[src/rtl/ahb_lite_master_if.sv]
// Bundles the requester command/response handshake and the AHB-Lite
// master-side bus into one connection. The master modport is the initiator's
// view; the slave modport is the requester/slave-model view.
interface ahb_lite_master_if #(
  parameter int ADDR_W = 32
);
  // Requester command channel
  logic              cmd_valid;
  logic              cmd_ready;
  logic              cmd_write;
  logic [ADDR_W-1:0] cmd_addr;
  logic [2:0]        cmd_size;
  logic [31:0]       cmd_wdata;

  // Requester response channel
  logic              rsp_valid;
  logic [31:0]       rsp_rdata;
  logic              rsp_err;

  // AHB-Lite bus
  logic [ADDR_W-1:0] haddr;
  logic [1:0]        htrans;
  logic              hwrite;
  logic [2:0]        hsize;
  logic [2:0]        hburst;
  logic [3:0]        hprot;
  logic              hmastlock;
  logic [31:0]       hwdata;
  logic [31:0]       hrdata;
  logic              hready;
  logic              hresp;

  modport master (
    input  cmd_valid, cmd_write, cmd_addr, cmd_size, cmd_wdata,
    output cmd_ready,
    output rsp_valid, rsp_rdata, rsp_err,
    output haddr, htrans, hwrite, hsize, hburst, hprot, hmastlock, hwdata,
    input  hrdata, hready, hresp
  );

  modport slave (
    output cmd_valid, cmd_write, cmd_addr, cmd_size, cmd_wdata,
    input  cmd_ready,
    input  rsp_valid, rsp_rdata, rsp_err,
    input  haddr, htrans, hwrite, hsize, hburst, hprot, hmastlock, hwdata,
    output hrdata, hready, hresp
  );
endinterface

[src/rtl/ahb_lite_master.sv]
// AHB-Lite single-transfer initiator. Commands become NONSEQ/SINGLE transfers
// with the address phase of transfer N+1 overlapping the data phase of N.
// Wait states stall both phases; a two-cycle ERROR response cancels (drives
// IDLE for) the pending address phase, which is then reissued unchanged.
// Every completed data phase yields exactly one rsp_valid pulse.
module ahb_lite_master #(
  parameter int         ADDR_W    = 32,
  parameter logic [3:0] HPROT_VAL = 4'b0011
) (
  input logic              HCLK,
  input logic              HRESETn,
  ahb_lite_master_if.master bus
);

  typedef enum logic [1:0] {
    HTRANS_IDLE   = 2'b00,
    HTRANS_NONSEQ = 2'b10
  } htrans_e;

  // Address-phase register
  logic              vld_p0;
  logic [ADDR_W-1:0] addr_p0;
  logic              write_p0;
  logic [2:0]        size_p0;
  logic [31:0]       wdata_p0;

  // Data-phase register
  logic              vld_p1;
  logic              write_p1;
  logic [31:0]       wdata_p1;

  // Response register
  logic              vld_p2;
  logic [31:0]       rdata_p2;
  logic              err_p2;

  // Set through the second ERROR cycle to suppress the pending address phase
  logic              cncl;

  logic              err_first;
  logic              accept;
  logic              a_done;
  logic              d_done;

  // First ERROR cycle: slave signals ERROR while still holding hready low.
  assign err_first = bus.hresp && !bus.hready;

  // Ready depends only on state and hready/hresp, never on cmd_valid.
  assign bus.cmd_ready = !err_first && !cncl && (!vld_p0 || bus.hready);
  assign accept        = bus.cmd_valid && bus.cmd_ready;
  assign a_done        = vld_p0 && !cncl && bus.hready;
  assign d_done        = vld_p1 && bus.hready;

  assign bus.htrans    = (vld_p0 && !cncl) ? HTRANS_NONSEQ : HTRANS_IDLE;
  assign bus.haddr     = addr_p0;
  assign bus.hwrite    = write_p0;
  assign bus.hsize     = size_p0;
  assign bus.hwdata    = wdata_p1;
  assign bus.hburst    = 3'b000;
  assign bus.hprot     = HPROT_VAL;
  assign bus.hmastlock = 1'b0;

  assign bus.rsp_valid = vld_p2;
  assign bus.rsp_rdata = rdata_p2;
  assign bus.rsp_err   = err_p2;

  // ---- Stage p0: address phase, loaded on accept, retired on completion
  always_ff @(posedge HCLK or negedge HRESETn) begin
    if (!HRESETn) begin
      vld_p0   <= 1'b0;
      addr_p0  <= '0;
      write_p0 <= 1'b0;
      size_p0  <= 3'b000;
      wdata_p0 <= 32'h0;
    end else if (accept) begin
      vld_p0   <= 1'b1;
      addr_p0  <= bus.cmd_addr;
      write_p0 <= bus.cmd_write;
      size_p0  <= bus.cmd_size;
      wdata_p0 <= bus.cmd_wdata;
    end else if (a_done) begin
      vld_p0   <= 1'b0;
    end
  end

  // ---- Stage p1: data phase, fed by a completing address phase
  always_ff @(posedge HCLK or negedge HRESETn) begin
    if (!HRESETn) begin
      vld_p1   <= 1'b0;
      write_p1 <= 1'b0;
      wdata_p1 <= 32'h0;
    end else if (a_done) begin
      vld_p1   <= 1'b1;
      write_p1 <= write_p0;
      wdata_p1 <= wdata_p0;
    end else if (d_done) begin
      vld_p1   <= 1'b0;
    end
  end

  // ---- Stage p2: one-cycle response pulse per completed data phase
  always_ff @(posedge HCLK or negedge HRESETn) begin
    if (!HRESETn) begin
      vld_p2   <= 1'b0;
      rdata_p2 <= 32'h0;
      err_p2   <= 1'b0;
    end else begin
      vld_p2 <= d_done;
      if (d_done) begin
        err_p2   <= bus.hresp;
        rdata_p2 <= write_p1 ? 32'h0 : bus.hrdata;
      end
    end
  end

  // Cancel flag: raised in the first ERROR cycle, dropped when hready returns
  always_ff @(posedge HCLK or negedge HRESETn) begin
    if (!HRESETn) begin
      cncl <= 1'b0;
    end else if (err_first) begin
      cncl <= 1'b1;
    end else if (bus.hready) begin
      cncl <= 1'b0;
    end
  end

endmodule

[src/flat_wrapper.sv]
// flat-port wrapper written by rule: the top's interface ports become plain ports
module ahb_lite_master_flat 
#(
  parameter int         ADDR_W    = 32,
  parameter logic [3:0] HPROT_VAL = 4'b0011
)
  (HCLK, HRESETn, bus_cmd_valid, bus_cmd_write, bus_cmd_addr, bus_cmd_size, bus_cmd_wdata, bus_cmd_ready, bus_rsp_valid, bus_rsp_rdata, bus_rsp_err, bus_haddr, bus_htrans, bus_hwrite, bus_hsize, bus_hburst, bus_hprot, bus_hmastlock, bus_hwdata, bus_hrdata, bus_hready, bus_hresp);
  ahb_lite_master_if #(.ADDR_W(ADDR_W)) bus_i ();
  input logic HCLK;
  input logic HRESETn;
  input wire logic [$bits(bus_i.cmd_valid)-1:0] bus_cmd_valid;
  input wire logic [$bits(bus_i.cmd_write)-1:0] bus_cmd_write;
  input wire logic [$bits(bus_i.cmd_addr)-1:0] bus_cmd_addr;
  input wire logic [$bits(bus_i.cmd_size)-1:0] bus_cmd_size;
  input wire logic [$bits(bus_i.cmd_wdata)-1:0] bus_cmd_wdata;
  output wire logic [$bits(bus_i.cmd_ready)-1:0] bus_cmd_ready;
  output wire logic [$bits(bus_i.rsp_valid)-1:0] bus_rsp_valid;
  output wire logic [$bits(bus_i.rsp_rdata)-1:0] bus_rsp_rdata;
  output wire logic [$bits(bus_i.rsp_err)-1:0] bus_rsp_err;
  output wire logic [$bits(bus_i.haddr)-1:0] bus_haddr;
  output wire logic [$bits(bus_i.htrans)-1:0] bus_htrans;
  output wire logic [$bits(bus_i.hwrite)-1:0] bus_hwrite;
  output wire logic [$bits(bus_i.hsize)-1:0] bus_hsize;
  output wire logic [$bits(bus_i.hburst)-1:0] bus_hburst;
  output wire logic [$bits(bus_i.hprot)-1:0] bus_hprot;
  output wire logic [$bits(bus_i.hmastlock)-1:0] bus_hmastlock;
  output wire logic [$bits(bus_i.hwdata)-1:0] bus_hwdata;
  input wire logic [$bits(bus_i.hrdata)-1:0] bus_hrdata;
  input wire logic [$bits(bus_i.hready)-1:0] bus_hready;
  input wire logic [$bits(bus_i.hresp)-1:0] bus_hresp;
  assign bus_i.cmd_valid = bus_cmd_valid;
  assign bus_i.cmd_write = bus_cmd_write;
  assign bus_i.cmd_addr = bus_cmd_addr;
  assign bus_i.cmd_size = bus_cmd_size;
  assign bus_i.cmd_wdata = bus_cmd_wdata;
  assign bus_cmd_ready = bus_i.cmd_ready;
  assign bus_rsp_valid = bus_i.rsp_valid;
  assign bus_rsp_rdata = bus_i.rsp_rdata;
  assign bus_rsp_err = bus_i.rsp_err;
  assign bus_haddr = bus_i.haddr;
  assign bus_htrans = bus_i.htrans;
  assign bus_hwrite = bus_i.hwrite;
  assign bus_hsize = bus_i.hsize;
  assign bus_hburst = bus_i.hburst;
  assign bus_hprot = bus_i.hprot;
  assign bus_hmastlock = bus_i.hmastlock;
  assign bus_hwdata = bus_i.hwdata;
  assign bus_i.hrdata = bus_hrdata;
  assign bus_i.hready = bus_hready;
  assign bus_i.hresp = bus_hresp;
  ahb_lite_master #(.ADDR_W(ADDR_W), .HPROT_VAL(HPROT_VAL)) u_core (.HCLK(HCLK), .HRESETn(HRESETn), .bus(bus_i));
endmodule
[config.mk]
export PLATFORM = sky130hd
export DESIGN_NAME = ahb_lite_master_flat
export DESIGN_NICKNAME = d
export VERILOG_FILES = /design/src/rtl/ahb_lite_master_if.sv /design/src/rtl/ahb_lite_master.sv /design/src/flat_wrapper.sv
export SDC_FILE = /design/constraint.sdc
export NUM_CORES = 1
export LEC_CHECK = 0
export CORE_ASPECT_RATIO = 0.9
export CORE_MARGIN = 5
export CORE_UTILIZATION = 39
export DETAILED_ROUTE_END_ITERATION = 6
export PLACE_DENSITY = 0.81
export SYNTH_ARGS = -nofsm -noshare
export SYNTH_HDL_FRONTEND = slang
export SYNTH_SLANG_ARGS = --single-unit
[constraint.sdc]
create_clock -name HCLK -period 1.41 [get_ports HCLK]
set_clock_uncertainty 0.1 [all_clocks]
set_input_delay 0.141 -clock HCLK [delete_from_list [all_inputs] [get_ports HCLK]]
set_output_delay 0.141 -clock HCLK [all_outputs]
set_load 0.01 [all_outputs]
# After elaboration in Yosys (flattened, before gate mapping)

Cells that the tools add are included.

Register bits after elaboration: 138
Word-level logic and storage cells: 35
Output and inout port bits: 113

Mux-type cells: 8
Reduce and logical (&&, ||, !) cells: 15

Operator list:

| cell               | number |
|---|---|
| 32-bit two-way mux | 1 |
| 1-bit logical AND  | 7 |
| 1-bit two-way mux  | 6 |
| 2-bit nonzero test | 3 |
| 1-bit zero test    | 4 |
| 2-bit two-way mux  | 1 |
| 1-bit logical OR   | 1 |

# Longest topological paths before layout

Gate-level depths: netlist of the first run.

Depth in word-level cells: 7
Mapped depth: 5
Depth with buffers taken out: 3

# Worst setup path before layout of the first run

OpenSTA, ideal clock, no wires.

Path kind: flip-flop to flip-flop
From: register u_core.cncl
To: register u_core.wdata_p0[11]
Path buffers: 2
Cell stages (with the launch flop): 6
Period minus slack after synthesis: 1.540 ns
Data required time: 1.185 ns
Arrival: 1.315 ns
Path slack: -0.130 ns
Path through: dfrtp_1 nand2b_1 nor2_8 buf_8 buf_12 mux2_4

Word-level cells in the longest chain between the ends: 4

Ends and longest elaborated chain:

| item                            | RTL line               | RTL |
|---|---|---|
| start, declared                 | ahb_lite_master.sv:38  | `logic cncl;` |
| start signal, assigned          | ahb_lite_master.sv:119 | `cncl <= 1'b0;` |
| start signal, assigned          | ahb_lite_master.sv:121 | `cncl <= 1'b1;` |
| start signal, assigned          | ahb_lite_master.sv:123 | `cncl <= 1'b0;` |
| 1-bit zero test                 | ahb_lite_master.sv:49  | `assign bus.cmd_ready = !err_first && !cncl && (!vld_p0 \|\| bus.hready);` |
| 1-bit logical AND (2 in series) | ahb_lite_master.sv:49  |  |
| 1-bit logical AND               | ahb_lite_master.sv:50  | `assign accept = bus.cmd_valid && bus.cmd_ready;` |
| end signal, assigned            | ahb_lite_master.sv:80  | `wdata_p0 <= bus.cmd_wdata;` |
| end, declared                   | ahb_lite_master.sv:25  | `logic [31:0] wdata_p0;` |

Every way passes these cells.
A chain may end at the register's enable or synchronous reset.

# Final worst setup path of the first run

From: register u_core.vld_p0
To: register u_core.addr_p0[15], in the netlist u_core.bus.haddr[15]

Word-level cells in the longest chain between the ends: 4

Ends and longest elaborated chain:

| item                   | RTL line              | RTL |
|---|---|---|
| start, declared        | ahb_lite_master.sv:21 | `logic vld_p0;` |
| start signal, assigned | ahb_lite_master.sv:70 | `vld_p0 <= 1'b0;` |
| start signal, assigned | ahb_lite_master.sv:76 | `vld_p0 <= 1'b1;` |
| start signal, assigned | ahb_lite_master.sv:82 | `vld_p0 <= 1'b0;` |
| 1-bit zero test        | ahb_lite_master.sv:49 |  |
| 1-bit logical OR       | ahb_lite_master.sv:49 |  |
| 1-bit logical AND      | ahb_lite_master.sv:49 |  |
| 1-bit logical AND      | ahb_lite_master.sv:50 |  |
| end signal, assigned   | ahb_lite_master.sv:77 | `addr_p0 <= bus.cmd_addr;` |
| end, declared          | ahb_lite_master.sv:22 | `logic [ADDR_W-1:0] addr_p0;` |

Every way passes these cells.

==> results.sh, run 1 <==
export IMPL_status="complete, but fails checks"
export IMPL_failed_checks="setup timing"
export IMPL_cts_tree="done"
export IMPL_async_reset_ff_share_pct=100
export IMPL_antenna_left=0
export IMPL_fp_row_count=41
export IMPL_rsz0062_at_grt="true"
export IMPL_cp_cell_sequence="o21ba_4 > nor2_8 > buf_12 > mux2_2"
export IMPL_cts_buffer_depth=2
export IMPL_firstDrtPassIters=4
export IMPL_ys_top_cells_by_area="dfrtp_1 63%, mux2_2 17%, mux2_4 5.5%"
export IMPL_synth_flop_cell="dfrtp_1"
export IMPL_peakVddDrop_uv=1100
export IMPL_ys_ff_latch=138
export IMPL_gp_congestion=0.740
export IMPL_wl_per_cell_um=16.9
export IMPL_power_leakage_nw=4.08
export IMPL_layout_nets=713
export IMPL_cp_arrival_ns=1.77
export IMPL_io_pins=218
export IMPL_syn_area_um2=5480
export IMPL_crit_buf_inv=1
export IMPL_setup_ws_ns=-0.174
export IMPL_grtUsageTotal_pct=16.8
export IMPL_crit_path_end_kind="flop"
export IMPL_port_buffers=208
export IMPL_finalCriticalPeriod_ns=1.58
export IMPL_fp_dieW_um=135
export IMPL_die_h_um=122
export IMPL_drive_gt1_share_pct=25.9
export IMPL_gr_total_overflow=0
export IMPL_yosys_area_top_type_share_pct=63.0
export IMPL_cp_start_kind="flop"
export IMPL_antenna_found_initial=0
export IMPL_crit_fanout=35
export IMPL_ff2ff_setup_slack_ns=-0.17
export IMPL_worstPathRequired_ns=1.60
export IMPL_synth_top_area_cell="dfrtp_1"
export IMPL_grt_pass1_wl_um=21600
export IMPL_clk_latency_ns=0.41
export IMPL_hold_path_class="in -> async"
export IMPL_drcViolationCount=0
export IMPL_cap_viol_max_count=0
export IMPL_yosys_cell_types_count=19
export IMPL_synthCells=383
export IMPL_diodes=0
export IMPL_instances_no_fill=814
export IMPL_critPathMaxStageDelay_ns=0.40
export IMPL_post_dp_hpwl_um=9790
export IMPL_cts_sinks=138
export IMPL_htree_levels=4
export IMPL_synth_most_common_cell="dfrtp_1"
export IMPL_fmax_mhz=631
export IMPL_die_area_um2=16500
export IMPL_ys_warn_count=0
export IMPL_grt_max_degree=66
export IMPL_drt_iter0_drc=110
export IMPL_setup_viol=103
export IMPL_ys_seq_area_share_pct=63.0
export IMPL_grt_pass1_vias=4138
export IMPL_core_um2=13900
export IMPL_cts_root_buffer="clkbuf_16"
export IMPL_cellPowerDensity_nw_per_um2=1730
export IMPL_total_power_mw=14.9
export IMPL_ys_top_cells_by_count="138 x dfrtp_1, 82 x mux2_2, 35 x o21ai_0"
export IMPL_area_growth_syn_to_layout_pct=57.1
export IMPL_crit_family="flip-flops"
export IMPL_initial_core_util_pct=39.4
export IMPL_path_class="reg -> reg"
export IMPL_slew_viol_final=0
export IMPL_synth_edf_count=0
export IMPL_final_hold_violation_count=0
export IMPL_wirelength_um=13800
export IMPL_dpl_cell_count=775
export IMPL_fin_crit_sh_pct=112
export IMPL_via_count=3700
export IMPL_cts_buffers=17
export IMPL_via_per_inst=4.55
export IMPL_syn_avg_cell_area_um2=14.3
export IMPL_crit_path_top_delay_cell="dfrtp_1"
export IMPL_clk_pin_slew_ns=0.06
export IMPL_nFillCells=1082
export IMPL_place_worst_setup_slack_ns=-0.406
==> metal layers <==
metal	vias to the layer above	GRT usage, %	wire length [µm]
met3	23	7.66	1310
li1	1718	-	-
met5	-	0	0
met4	0	6.23	257
met1	1816	19.2	5460
met2	143	27.9	6770
==> sequential cells by signal, indices dropped and copies added (netlist names) <==
register and cells:
u_core.bus.haddr 32, u_core.bus.hwdata 32, u_core.bus.rsp_rdata 32, u_core.wdata_p0 32, u_core.bus.hsize 3, u_core.bus.hwrite 1
u_core.bus.rsp_err 1, u_core.bus.rsp_valid 1, u_core.cncl 1, u_core.vld_p0 1, u_core.vld_p1 1, u_core.write_p1 1
==> logic make-up (layout without fill, tap and decap cells) <==
kind of cell           count (synthesis)  in the layout  synth area share, %
multiplexers                         102            102                 22.3
other                                  2              9                0.137
buffers and inverters                 32            263                 4.11
AND/OR/NAND/NOR                       73             73                 6.96
flip-flops                           138            138                 63.0
AO/OA/AOI/OAI                         36             36                 3.49
==> where the power goes <==
part           internal (mW)  switching, mW  leakage, nW
clock                   3.28           1.63        0.323
combinational           2.48           1.67         2.09
sequential              5.12          0.716         1.66
total                   10.9           4.02         4.08
==> cells in the final DEF, fill, tap and decap left out, drive strengths merged <==
cell type | synthesis | layout
nand2 | 34 | 34
clkinvlp | 0 | 1
dlygate4sd3 | 0 | 1
bufinv | 0 | 5
and2b | 1 | 1
clkdlybuf4s50 | 0 | 103
inv | 3 | 4
o21ba | 1 | 1
nor2 | 4 | 4
conb | 2 | 9
clkbuf | 9 | 21
o21ai | 35 | 35
dlygate4sd2 | 0 | 102
nand2b | 33 | 33
dfrtp | 138 | 138
clkinv | 0 | 4
nor2b | 1 | 1
buf | 20 | 22
mux2 | 102 | 102
==> cell type report <==
cell class	count	area, µm²	share of cell area, %
Sequential cell	138	3450	40.1
Timing Repair Buffer	228	2260	26.2
Multi-Input combinational cell	220	1990	23.1
Clock buffer	21	470	5.46
Tap cell	193	241	2.80
Clock inverter	11	190	2.21
Inverter	3	11.3	0.131
==> what timing repair did <==
action,in CTS,in global routing
endpoints found under the setup margin,204,135
cloned,2,0
buffers inserted,5,1
resized for setup,123,6
hold buffers,1,0
pin swaps,1,1
hold endpoints to repair,138,0
==> stage by stage <==
stage	TNS (ns)	hold WS (ns)	cell area [µm²]	util [%]
global route	-14.84	0.109	8610	62.0
CTS	-13.01	0.0850	8630	62.1
detailed placement	-37.08	-0.0479	7930	57.1
floorplan	-2.18	-0.255	5650	-
finish	-11.65	0.0945	8610	62.0
global placement	-34.55	-0.0492	7930	57.1
==> final timing paths <==
check	startpoint	depth (start not counted)	end
worst min register to register	u_core.bus.rsp_rdata[18]	2	u_core.bus.rsp_rdata[18]
worst max register to register	u_core.vld_p0	4	u_core.bus.haddr[15]
min in group HCLK	bus_hrdata[3]	3	u_core.bus.rsp_rdata[3]
max in group asynchronous	HRESETn	3	u_core.bus.rsp_rdata[31]
worst min-delay path	HRESETn	2	u_core.bus.hwdata[14]
worst max-delay path	u_core.vld_p0	4	u_core.bus.haddr[15]
No activity file was read; power rests on OpenSTA's default activity.
==> run 2, diff against run 1 <==
--- a/config.mk
+++ b/config.mk
@@ -8,6 +8,7 @@
 export CORE_ASPECT_RATIO = 0.9
 export CORE_MARGIN = 5
 export CORE_UTILIZATION = 39
+export CTS_CLUSTER_DIAMETER = 200
 export DETAILED_ROUTE_END_ITERATION = 6
 export PLACE_DENSITY = 0.81
 export SYNTH_ARGS = -nofsm -noshare
==> results of run 2 <==
Same layout as run 1: the final DEF is identical, and so are final timing and power.
==> run 3, diff against run 2 <==
--- a/config.mk
+++ b/config.mk
@@ -11,6 +11,7 @@
 export CTS_CLUSTER_DIAMETER = 200
 export DETAILED_ROUTE_END_ITERATION = 6
 export PLACE_DENSITY = 0.81
+export SKIP_LAST_GASP = 1
 export SYNTH_ARGS = -nofsm -noshare
 export SYNTH_HDL_FRONTEND = slang
 export SYNTH_SLANG_ARGS = --single-unit
==> results.sh, run 3 (same netlist as run 1, synthesis figures left out) <==
export IMPL_post_dp_hpwl_um=9790
export IMPL_grt_pass1_wl_um=21500
export IMPL_antenna_found_initial=0
export IMPL_wirelength_um=13700
export IMPL_grt_max_degree=66
export IMPL_path_class="reg -> reg"
export IMPL_setup_ws_ns=-0.174
export IMPL_wl_per_cell_um=16.8
export IMPL_total_power_mw=14.9
export IMPL_cts_buffer_depth=2
export IMPL_pwr_share_comb_pct=27.8
export IMPL_cts_buffers=17
export IMPL_rsz0062_at_grt="true"
export IMPL_io_pins=218
export IMPL_cts_sinks=138
export IMPL_fin_crit_sh_pct=112
export IMPL_final_area_um2=8600
export IMPL_cp_start_kind="flop"
export IMPL_fp_dieW_um=135
export IMPL_layout_commonest_cell="dfrtp_1"
export IMPL_critPathMaxStageDelay_ns=0.40
export IMPL_core_um2=13900
export IMPL_initial_core_util_pct=39.4
export IMPL_hold_path_class="in -> async"
export IMPL_crit_path_end_kind="flop"
export IMPL_crit_path_top_delay_cell="dfrtp_1"
export IMPL_final_hold_violation_count=0
export IMPL_slew_viol_final=0
export IMPL_tns_ns=-11.45
export IMPL_drive_gt1_share_pct=25.9
export IMPL_cp_cell_sequence="o21ba_4 > nor2_8 > buf_12 > mux2_2"
export IMPL_drt_iter0_drc=111
export IMPL_via_count=3704
export IMPL_netSwitchingPower_mw=4.02
export IMPL_crit_buf_inv=1
export IMPL_power_leakage_nw=4.07
export IMPL_failed_checks="setup timing"
export IMPL_cts_root_buffer="clkbuf_16"
export IMPL_gr_total_overflow=0
export IMPL_crit_fanout=35
export IMPL_antenna_left=0
export IMPL_grtUsageTotal_pct=16.7
export IMPL_fp_row_count=41
export IMPL_finalCriticalPeriod_ns=1.58
export IMPL_setup_viol=103
export IMPL_worstPathRequired_ns=1.60
export IMPL_clk_latency_ns=0.41
export IMPL_crit_family="flip-flops"
export IMPL_cts_tree="done"
export IMPL_drcViolationCount=0
export IMPL_placed_cell_area_um2=7930
export IMPL_die_area_um2=16500
export IMPL_clk_pin_slew_ns=0.06
export IMPL_htree_levels=4
export IMPL_cellPowerDensity_nw_per_um2=1730
export IMPL_status="complete, but fails checks"
export IMPL_firstDrtPassIters=4
export IMPL_fmax_mhz=631
export IMPL_via_per_inst=4.55
export IMPL_p_sw_share_pct=27.0
export IMPL_seqPwrFrac_pct=39.2
export IMPL_diodes=0
export IMPL_peakVddDrop_uv=1100
export IMPL_p_clk_share_pct=33.0
export IMPL_layout_common_cells="137 x dfrtp_1, 103 x clkdlybuf4s50_1, 102 x dlygate4sd2_1, 52 x mux2_4, 50 x mux2_2"
export IMPL_layout_nets=713
export IMPL_die_h_um=122
export IMPL_area_growth_syn_to_layout_pct=56.8
export IMPL_port_buffers=208
export IMPL_cap_viol_max_count=0
export IMPL_gp_congestion=0.740
export IMPL_grt_pass1_vias=4130
export IMPL_power_internal_mw=10.9
export IMPL_cp_arrival_ns=1.77
## run 3: worst paths after layout
| kind | start | to | slack (ns) | depth (start not counted) |
|---|---|---|---|---|
| worst max-delay path | u_core.vld_p0 | u_core.bus.haddr[15] | -0.17 | 4 |
| worst min-delay path | HRESETn | u_core.bus.hwdata[14] | 0.1 | 2 |
| worst max register to register | u_core.vld_p0 | u_core.bus.haddr[15] | -0.17 | 4 |
| worst min register to register | u_core.bus.rsp_rdata[18] | u_core.bus.rsp_rdata[18] | 0.37 | 2 |
| max in group asynchronous | HRESETn | u_core.bus.haddr[7] | 0.60 | 3 |
| min in group HCLK | bus_hrdata[3] | u_core.bus.rsp_rdata[3] | 0.20 | 3 |
## run 3: what timing repair did
| action | CTS | global route |
|---|---|---|
| cloned | 2 | 0 |
| setup endpoints to repair | 204 | 135 |
| pin swaps | 1 | 1 |
| buffers inserted | 5 | 2 |
| gates resized for setup | 120 | 5 |
| hold buffers | 1 | 0 |
| endpoints found under the hold margin | 138 | 0 |
## run 3: worst register-to-register path, stage by stage (launching register included)
cell and delay, ns:
dfrtp_1 0.40, o21ba_4 0.23, nor2_8 0.13, buf_12 0.22
mux2_2 0.40
## run 3: metal layers
metal / vias to the layer above / track usage [%] / part of all wire (%)
li1: 1720 / - / -
met1: 1822 / 19.3 / 40
met2: 139 / 27.7 / 49
met3: 23 / 7.54 / 9.3
met4: 0 / 6.23 / 1.9
met5: - / 0 / 0
## run 3: through the flow
stage          worst slack [ns]  cells  util, %  hold WS (ns)
3_5_place_dp             -0.406    775     57.1       -0.0479
5_1_grt                  -0.201    814     61.9         0.109
6_report                 -0.174    814     61.9        0.0951
2_1_floorplan           -0.0773    390        -        -0.255
3_3_place_gp             -0.378    775     57.1       -0.0492
4_1_cts                  -0.177    815     62.0        0.0850
## run 3: cell type report
cell class | count | area (µm²)
fill | 1084 | 5300
sequential | 138 | 3450
timing repair buffer | 228 | 2260
multi-input combinational | 220 | 1970
clock buffer | 21 | 470
tap | 193 | 241
clock inverter | 11 | 190
inverter | 3 | 11.3
## run 3: power by group through the flow
stage | Combinational (mW) | Clock, mW | Sequential [mW]
global route | 4.45 | 5.20 | 6.01
floorplan | 1.70 | 0 | 6.19
CTS | 4.21 | 5.03 | 5.84
global placement | 4.64 | 0 | 5.84
detailed placement | 4.75 | 0 | 5.92
finish | 4.14 | 4.92 | 5.83
